[config.mk]
export PLATFORM = sky130hd
export DESIGN_NAME = sad_disp_sched
export DESIGN_NICKNAME = d
export VERILOG_FILES = /design/src/rtl/sad_disp_sched.sv
export SDC_FILE = /design/constraint.sdc
export NUM_CORES = 1
export LEC_CHECK = 0
export ABC_AREA = 1
export CORE_ASPECT_RATIO = 1.1
export CORE_UTILIZATION = 39
export DETAILED_ROUTE_END_ITERATION = 8
export SETUP_SLACK_MARGIN = 0.2
export SYNTH_ARGS = -nofsm -noshare
export SYNTH_HDL_FRONTEND = slang
export SYNTH_SLANG_ARGS = --single-unit
[constraint.sdc]
create_clock -name clk -period 7 [get_ports clk]
set_input_delay 1.4 -clock clk [delete_from_list [all_inputs] [get_ports clk]]
set_output_delay 1.4 -clock clk [all_outputs]
set_load 0.01 [all_outputs]
[src/rtl/sad_disp_sched.sv]
// Sequencing controller for the SAD adder tree: issues one difference row per
// cycle per disparity, folds tree row sums into per-disparity SADs, keeps the minimum.
module sad_disp_sched #(
    parameter int NODE_NUM   = 8,
    parameter int NODE_WIDTH = 4,
    parameter int ROWS       = 8,
    parameter int MAX_DISP   = 16
) (
    input  logic                              clk,
    input  logic                              rst_n,
    input  logic                              start,
    output logic                              busy,
    output logic                              rd_req,
    output logic [$clog2(MAX_DISP)-1:0]       rd_disp,
    output logic [$clog2(ROWS)-1:0]           rd_row,
    input  logic                              rd_vld,
    output logic [NODE_NUM-1:0]               acc_ena,
    input  logic [NODE_WIDTH:0]               acc_res,
    input  logic                              acc_done,
    output logic [$clog2(MAX_DISP)-1:0]       best_disp,
    output logic [NODE_WIDTH+$clog2(ROWS):0]  best_sad,
    output logic                              res_vld
);

    localparam int SAD_W  = NODE_WIDTH + 1 + $clog2(ROWS);
    localparam int DISP_W = $clog2(MAX_DISP);
    localparam int ROW_W  = $clog2(ROWS);
    localparam logic [ROW_W-1:0]  LAST_ROW  = ROW_W'(ROWS - 1);
    localparam logic [DISP_W-1:0] LAST_DISP = DISP_W'(MAX_DISP - 1);

    typedef enum logic [1:0] {S_IDLE, S_ISSUE, S_DRAIN, S_DONE} state_t;

    state_t             r_state;
    logic               r_busy;
    logic               r_rd_req;
    logic [DISP_W-1:0]  r_rd_disp;
    logic [ROW_W-1:0]   r_rd_row;
    logic [ROW_W-1:0]   r_row_cnt;
    logic [DISP_W-1:0]  r_cmp_disp;
    logic [SAD_W-1:0]   r_sad_acc;
    logic               r_have_best;
    logic [DISP_W-1:0]  r_best_disp;
    logic [SAD_W-1:0]   r_best_sad;
    logic               r_res_vld;

    logic               w_accept;
    logic               w_collect;
    logic [SAD_W-1:0]   w_sum;
    logic               w_better;

    assign w_accept  = r_rd_req & rd_vld;
    assign w_collect = acc_done & ((r_state == S_ISSUE) | (r_state == S_DRAIN));
    assign w_sum     = r_sad_acc + SAD_W'(acc_res);
    // Strict compare keeps the smaller disparity on ties.
    assign w_better  = ~r_have_best | (w_sum < r_best_sad);

    always_ff @(posedge clk or negedge rst_n) begin
        if (!rst_n) begin
            r_state     <= S_IDLE;
            r_busy      <= 1'b0;
            r_rd_req    <= 1'b0;
            r_rd_disp   <= '0;
            r_rd_row    <= '0;
            r_row_cnt   <= '0;
            r_cmp_disp  <= '0;
            r_sad_acc   <= '0;
            r_have_best <= 1'b0;
            r_best_disp <= '0;
            r_best_sad  <= '0;
            r_res_vld   <= 1'b0;
        end else begin
            r_res_vld <= 1'b0;
            case (r_state)
                S_IDLE: begin
                    if (start) begin
                        r_state     <= S_ISSUE;
                        r_busy      <= 1'b1;
                        r_rd_req    <= 1'b1;
                        r_rd_disp   <= '0;
                        r_rd_row    <= '0;
                        r_row_cnt   <= '0;
                        r_cmp_disp  <= '0;
                        r_sad_acc   <= '0;
                        r_have_best <= 1'b0;
                    end
                end
                S_ISSUE: begin
                    if (w_accept) begin
                        if (r_rd_row == LAST_ROW) begin
                            r_rd_row <= '0;
                            if (r_rd_disp == LAST_DISP) begin
                                r_rd_req <= 1'b0;
                                r_state  <= S_DRAIN;
                            end else begin
                                r_rd_disp <= r_rd_disp + 1'b1;
                            end
                        end else begin
                            r_rd_row <= r_rd_row + 1'b1;
                        end
                    end
                end
                S_DRAIN: begin
                end
                S_DONE: begin
                    r_state <= S_IDLE;
                    r_busy  <= 1'b0;
                end
                default: r_state <= S_IDLE;
            endcase

            // Collect overlaps issue; the tree latency guarantees the final
            // collect lands in DRAIN, after the last accept.
            if (w_collect) begin
                if (r_row_cnt == LAST_ROW) begin
                    if (w_better) begin
                        r_best_sad  <= w_sum;
                        r_best_disp <= r_cmp_disp;
                    end
                    r_have_best <= 1'b1;
                    r_sad_acc   <= '0;
                    r_row_cnt   <= '0;
                    r_cmp_disp  <= r_cmp_disp + 1'b1;
                    if (r_cmp_disp == LAST_DISP) begin
                        r_state   <= S_DONE;
                        r_rd_req  <= 1'b0;
                        r_res_vld <= 1'b1;
                    end
                end else begin
                    r_sad_acc <= w_sum;
                    r_row_cnt <= r_row_cnt + 1'b1;
                end
            end
        end
    end

    assign busy      = r_busy;
    assign rd_req    = r_rd_req;
    assign rd_disp   = r_rd_disp;
    assign rd_row    = r_rd_row;
    assign acc_ena   = {NODE_NUM{w_accept}};
    assign best_disp = r_best_disp;
    assign best_sad  = r_best_sad;
    assign res_vld   = r_res_vld;

endmodule

==> results of run 1 <==
==> cells in the final DEF, fill, tap and decap left out, drive strengths merged <==
cell | synthesis | layout
nand3b | 1 | 1
nand4 | 3 | 3
inv | 38 | 38
o211ai | 1 | 1
clkdlybuf4s50 | 0 | 38
clkinv | 0 | 2
or2 | 2 | 2
a21oi | 11 | 11
nand2 | 81 | 81
clkbuf | 1 | 6
a32o | 2 | 2
o21ai | 17 | 17
o31ai | 1 | 1
nand3 | 29 | 29
dfrtp | 40 | 40
fa | 1 | 1
nor3 | 3 | 3
xor2 | 4 | 4
a31oi | 2 | 2
buf | 13 | 1
nor2 | 12 | 12
xnor2 | 1 | 1
o22ai | 2 | 2
ha | 22 | 22
==> registers in the layout, summed over array words and instances, names as in the netlist <==
| signal | flops |
|---|---|
| rd_row | 3 |
| res_vld | 1 |
| rd_disp | 4 |
| r_have_best | 1 |
| rd_req | 1 |
| best_disp | 4 |
| r_sad_acc | 8 |
| r_state | 2 |
| best_sad | 8 |
| busy | 1 |
| r_row_cnt | 3 |
| r_cmp_disp | 4 |
==> area by class of cell <==
| type | count | area share |
|---|---|---|
| timing repair buffer | 39 | 0.136 |
| clock buffer | 6 | 0.0291 |
| tap | 77 | 0.0340 |
| multi-input combinational | 195 | 0.393 |
| inverter | 38 | 0.0512 |
| sequential | 40 | 0.353 |
| clock inverter | 2 | 0.00353 |
==> worst max-delay path: stages <==
cell             delay, ps
clkdlybuf4s50_1        410
ha_1                   350
or2_2                  330
nand3b_1               110
nand3_1                 70
nand2_1                100
inv_1                   70
ha_1                   290
a21oi_1                140
nor2_1                  50
nor3_1                 130
nand2_1                 70
nand2_1                280
nand2_1                320
nand2_1                150
nand2_1                 50
==> metrics by stage <==
stage          utilization  setup slack (ps)
4_1_cts              0.488              2860
6_report             0.488              2860
2_1_floorplan            -              3500
5_1_grt              0.488              2600
3_5_place_dp         0.472              2550
3_3_place_gp         0.472              2580
==> logic make-up (layout without fill, tap and decap cells) <==
kind of cell               after synthesis  after routing
xor gates and xnor gates                 5              5
and+or+nand+nor                        131            131
adders and majority gates               23             23
AOI/OAI and AO/OA                       36             36
buffers and inverters                   52             85
DFF                                     40             40
==> report_power, final <==
part | total (W) | switching, W | internal (W)
sequential | 0.000339 | 0.0000511 | 0.000288
combinational | 0.000455 | 0.000260 | 0.000195
clock | 0.000159 | 0.0000808 | 0.0000787
==> final timing paths <==
check | start | end | slack, ps | cells past startpoint
setup reg to reg | r_sad_acc[2] | best_sad[6] | 4010 | 15
min in group asynchronous | rst_n | rd_disp[0] | 1220 | 1
setup / recovery | acc_res[2] | best_sad[6] | 2860 | 16
hold reg to reg | best_disp[2] | best_disp[2] | 490 | 2
max in group asynchronous | rst_n | r_row_cnt[1] | 5210 | 1
hold / removal | best_disp[2] | best_disp[2] | 490 | 2
==> routing by layer <==
layer / part of all wire / vias to the layer above
met4: 0.013 / 0
met1: 0.50 / 899
met2: 0.46 / 39
met5: 0 / -
met3: 0.036 / 6
li1: - / 984
==> impl_metrics.toml, run 1 <==
[status]
status = "complete, no violations"

[synth]
yosys.area_share.simple = 0.239
synth_xor_area_frac = 0.0186
yosysTopAreaCell = "dfrtp_1"
synth_most_common_cell = "nand2_1"
muxShareOfSynthArea = 0
synth_commonest_cells = "nand2_1, dfrtp_1, inv_1"
avgSynthCellArea_um2 = 8.22
synthAdderAreaFrac = 0.125
synth-compound-area-share = 0.0902
ys.flop_type = "dfrtp_1"
post_synth_num_cell_types = 29
synth_async_sr_flop_share = 1.00
synth.area.top_cells = "dfrtp_1, nand2_1, ha_1, nand3_1, inv_1"
netlist_instances = 287
synth_top_area_share = 0.424
synth-edff-count = 0
synthesis.area_um2 = 2360
synth_top_family_by_area = "simple AND/OR/NAND/NOR gates"
ys_ff_latch = 40
yosysWarnings = 0
ys_seq_area_frac = 0.424
synth_nets = 320

[global_routing]
grt_pass1_vias = 1784
gr-total-overflow = 0
grtUsageMet3 = 0.0240
busiest_layer = "met2"
use_met1 = 0.228
grt_pass1_wl_um = 8380
antenna_found_initial = 0
grt_max_degree = 41
grtUsageTotal = 0.165
use_met2 = 0.259

[sta]
grt_setup_unrepaired = "no"
slew_headroom = 0.406
setup_viol = 0
hold_violations = 0
finalSetupTns_ps = 0
period_needed_ps = 4140
hold_slack_ps = 486
slew_violations = 0
fmax_ghz = 0.241
fin_skew_ps = 8.33
fin_crit_sh = 0.592
worstMarginPinSlew_ps = 891

[placement]
gp_congestion = 0.814
portBuffers = 39
placed_cells = 389
placed_area_um2 = 2740
dp_hpwl_um = 3650

[cts]
cts_repair_resize_count = 0
clk_pin_slew_ps = 80
tritoncts = "yes"
numClockSinks = 40
cts_buffers = 5
post-cts-setup-buffers = 0
cts_root_buffer = "clkbuf_8"
htreeDepth = 2
clock_latency_ps = 290
clk_path_buf_depth = 2
hold_buffers = 0

[setup_path]
cp-start-kind = "primary input"
worst-path-max-fanout = 13
arrival_ps = 4330
cp-end-kind = "register"
critPathKind = "primary input to register"
crit_required_ps = 7190

[die]
die_x_um = 76.1
coreArea_um2 = 5810
num_io_pins = 40
start_util = 0.406
fp.dieH_um = 83.6
die-area_um2 = 6360
rows = 29

[power]
peakVddDrop_mv = 0.141
p_per_area_nw_per_um2 = 336
total_leakage_power_nw = 1.43
total_power_w = 0.000953

[detailed_routing]
via_count = 1928
ant_nets = 0
routedWlPerCell_um = 12.3
drtPass1Iterations = 4
wl_um = 4890
drc = 0
viasPerCell = 4.86
drt_iter0_markers = 80

[finish]
syn2layout_area_growth_pct = 20.2
antenna_cells = 0
drive_above_1_share = 0.0594
fill_cells = 580
regArea_um2 = 1000
final_cells = 397
nNetsFinal = 352
design_area_um2 = 2840
multi_input_area_um2 = 1110

[worst_hold_path]
worstHoldPathType = "register to register"

[flow_run]
maxCapViolCount = 0
Note: power is estimated with default switching activity, not from simulation.
==> run 2, diff against run 1 <==
==> constraint.sdc (replaced) <==
create_clock -name clk -period 3.3 [get_ports clk]
set_input_delay 0.66 -clock clk [delete_from_list [all_inputs] [get_ports clk]]
set_output_delay 0.66 -clock clk [all_outputs]
set_load 0.01 [all_outputs]
==> run 2 against run 1 <==
Core utilization is 0.88 points higher. Final area up 1.8%. Non-clock buffer count increased by 5. Power increased by 120%. Critical endpoint is now best_sad[0]. Largest power group unchanged. Routed wire length fell by 1.1%. Register-to-register slack got worse by 3200 ps. Sequential share of layout area shrank 0.63 points. Setup slack worse by 2500 ps. Cell count increased by 1.3%. Clock power up 110%. Global-route usage up 0.46 points. Sequential cell count unchanged.
==> impl_metrics.toml, run 2 (same netlist as run 1, synthesis figures left out) <==
[status]
status = "complete, no violations"

[finish]
syn2layout_area_growth_pct = 22.4
nNetsFinal = 357
design_area_um2 = 2890
fin_util = 0.497
layout_commonest_cell = "nand2_1"
final_cell_mix = "nand2_1, dfrtp_1, clkdlybuf4s50_1, inv_1, nand3_1"
final_cells = 402
drive_above_1_share = 0.0769
antenna_cells = 0

[sta]
finalWorstSetupSlack_ps = 398
setup_viol = 0
worstMarginPinSlew_ps = 879
fin_skew_ps = 6.69
slew_violations = 0
fmax_ghz = 0.345
finalSetupTns_ps = 0
hold_violations = 0
grt_setup_unrepaired = "no"
slew_headroom = 0.414
fin_crit_sh = 0.879
period_needed_ps = 2900

[setup_path]
cp-end-kind = "register"
cpPeakStageDelay_ps = 400
crit_chain = "clkdlybuf4s50_1, ha_1, or2_2, nand3b_1, nand3_1, nand2_1, inv_1, ha_1, a21oi_1, nor2_1, nor3_1, nand2_1, nand2_2, buf_6, nand3_1, nand2_1"
critPathSlowestCell = "clkdlybuf4s50_1"
arrival_ps = 3130
worst_path_most_repeated_cell = "nand2_1"
r2r_end = "best_sad[0]"
crit_required_ps = 3530
reg2reg_slack_ps = 780
crit_path_start = "acc_res[2]"
cp-start-kind = "primary input"
r2r-start = "r_sad_acc[4]"
critPathKind = "primary input to register"
worst-path-max-fanout = 12
reg2reg_depth = 16
cp-endpoint = "best_sad[0]"

[cts]
tritoncts = "yes"
clk_pin_slew_ps = 70
hold_buffers = 0
cts_root_buffer = "clkbuf_8"
post-cts-setup-buffers = 0
numClockSinks = 40
htreeDepth = 2
clk_path_buf_depth = 2
clock_latency_ps = 290
cts_repair_resize_count = 0
cts_buffers = 5

[placement]
portBuffers = 39
placed_cells = 394
place_ws_ps = -64.3
dp_hpwl_um = 3590
placed_area_um2 = 2780
gp_congestion = 0.857

[detailed_routing]
drtPass1Iterations = 4
viasPerCell = 4.76
wl_um = 4840
drc = 0
drt_iter0_markers = 89
ant_nets = 0
via_count = 1915
routedWlPerCell_um = 12.0

[power]
p_per_area_nw_per_um2 = 712
total_leakage_power_nw = 1.45
peakVddDrop_mv = 0.404

[die]
coreArea_um2 = 5810
fp.dieH_um = 83.6
num_io_pins = 40
die-area_um2 = 6360
die_x_um = 76.1
rows = 29
start_util = 0.406

[global_routing]
grt_pass1_wl_um = 8570
busiest_layer = "met2"
grtUsageTotal = 0.170
grtUsageMet3 = 0.0350
grt_pass1_vias = 1837
grt_max_degree = 41
antenna_found_initial = 0
use_met2 = 0.261
gr-total-overflow = 0
use_met1 = 0.238

[worst_hold_path]
worstHoldPathType = "register to register"
min_from = "best_disp[0]"

[flow_run]
maxCapViolCount = 0
[run 2: cell types whose count changed in the layout (fill, tap and decap cells not counted)]
cell / change
nand2_1: -2
buf_6: +1
clkinv_2: -2
fa_2: +1
nand2_4: +1
nand2_2: +1
buf_4: +4
clkbuf_1: +2
fa_1: -1
[run 2: metal layers]
layer,routed length (µm),share of wire
met5,0,0
met4,66,0.014
met3,141,0.029
met2,2210,0.46
met1,2420,0.50
[run 2: worst min-delay path by stage]
stage	to	cells after the start
floorplan	best_disp[0]	0
global placement	best_disp[0]	2
detailed placement	best_disp[0]	2
CTS	r_row_cnt[0]	1
global route	r_row_cnt[0]	1
finish	best_disp[0]	2
[run 2: power breakdown]
group	internal [W]	switching, W
combinational	0.000446	0.000558
sequential	0.000610	0.000105
clock	0.000171	0.000166
total	0.00123	0.000828
[run 2: through the flow]
| stage | total power, W | hold slack, ps |
|---|---|---|
| floorplan | 0.00138 | 364 |
| global placement | 0.00171 | 460 |
| detailed placement | 0.00172 | 466 |
| CTS | 0.00207 | 481 |
| global route | 0.00225 | 505 |
| finish | 0.00205 | 477 |
[run 2: layout make-up]
class,count,area [µm²]
Clock buffer,8,90.1
Fill cell,580,2920
Inverter,38,145
Multi-Input combinational cell,195,1130
Sequential cell,40,1000
Tap cell,77,96.3
Timing Repair Buffer,44,427
[run 2: worst max-delay path, delay by kind of cell]
kind / cells / cell delay, ps
buf+inv: 3 / 630
simple gates: 10 / 1120
fa+ha+maj: 2 / 590
compound gates: 1 / 130
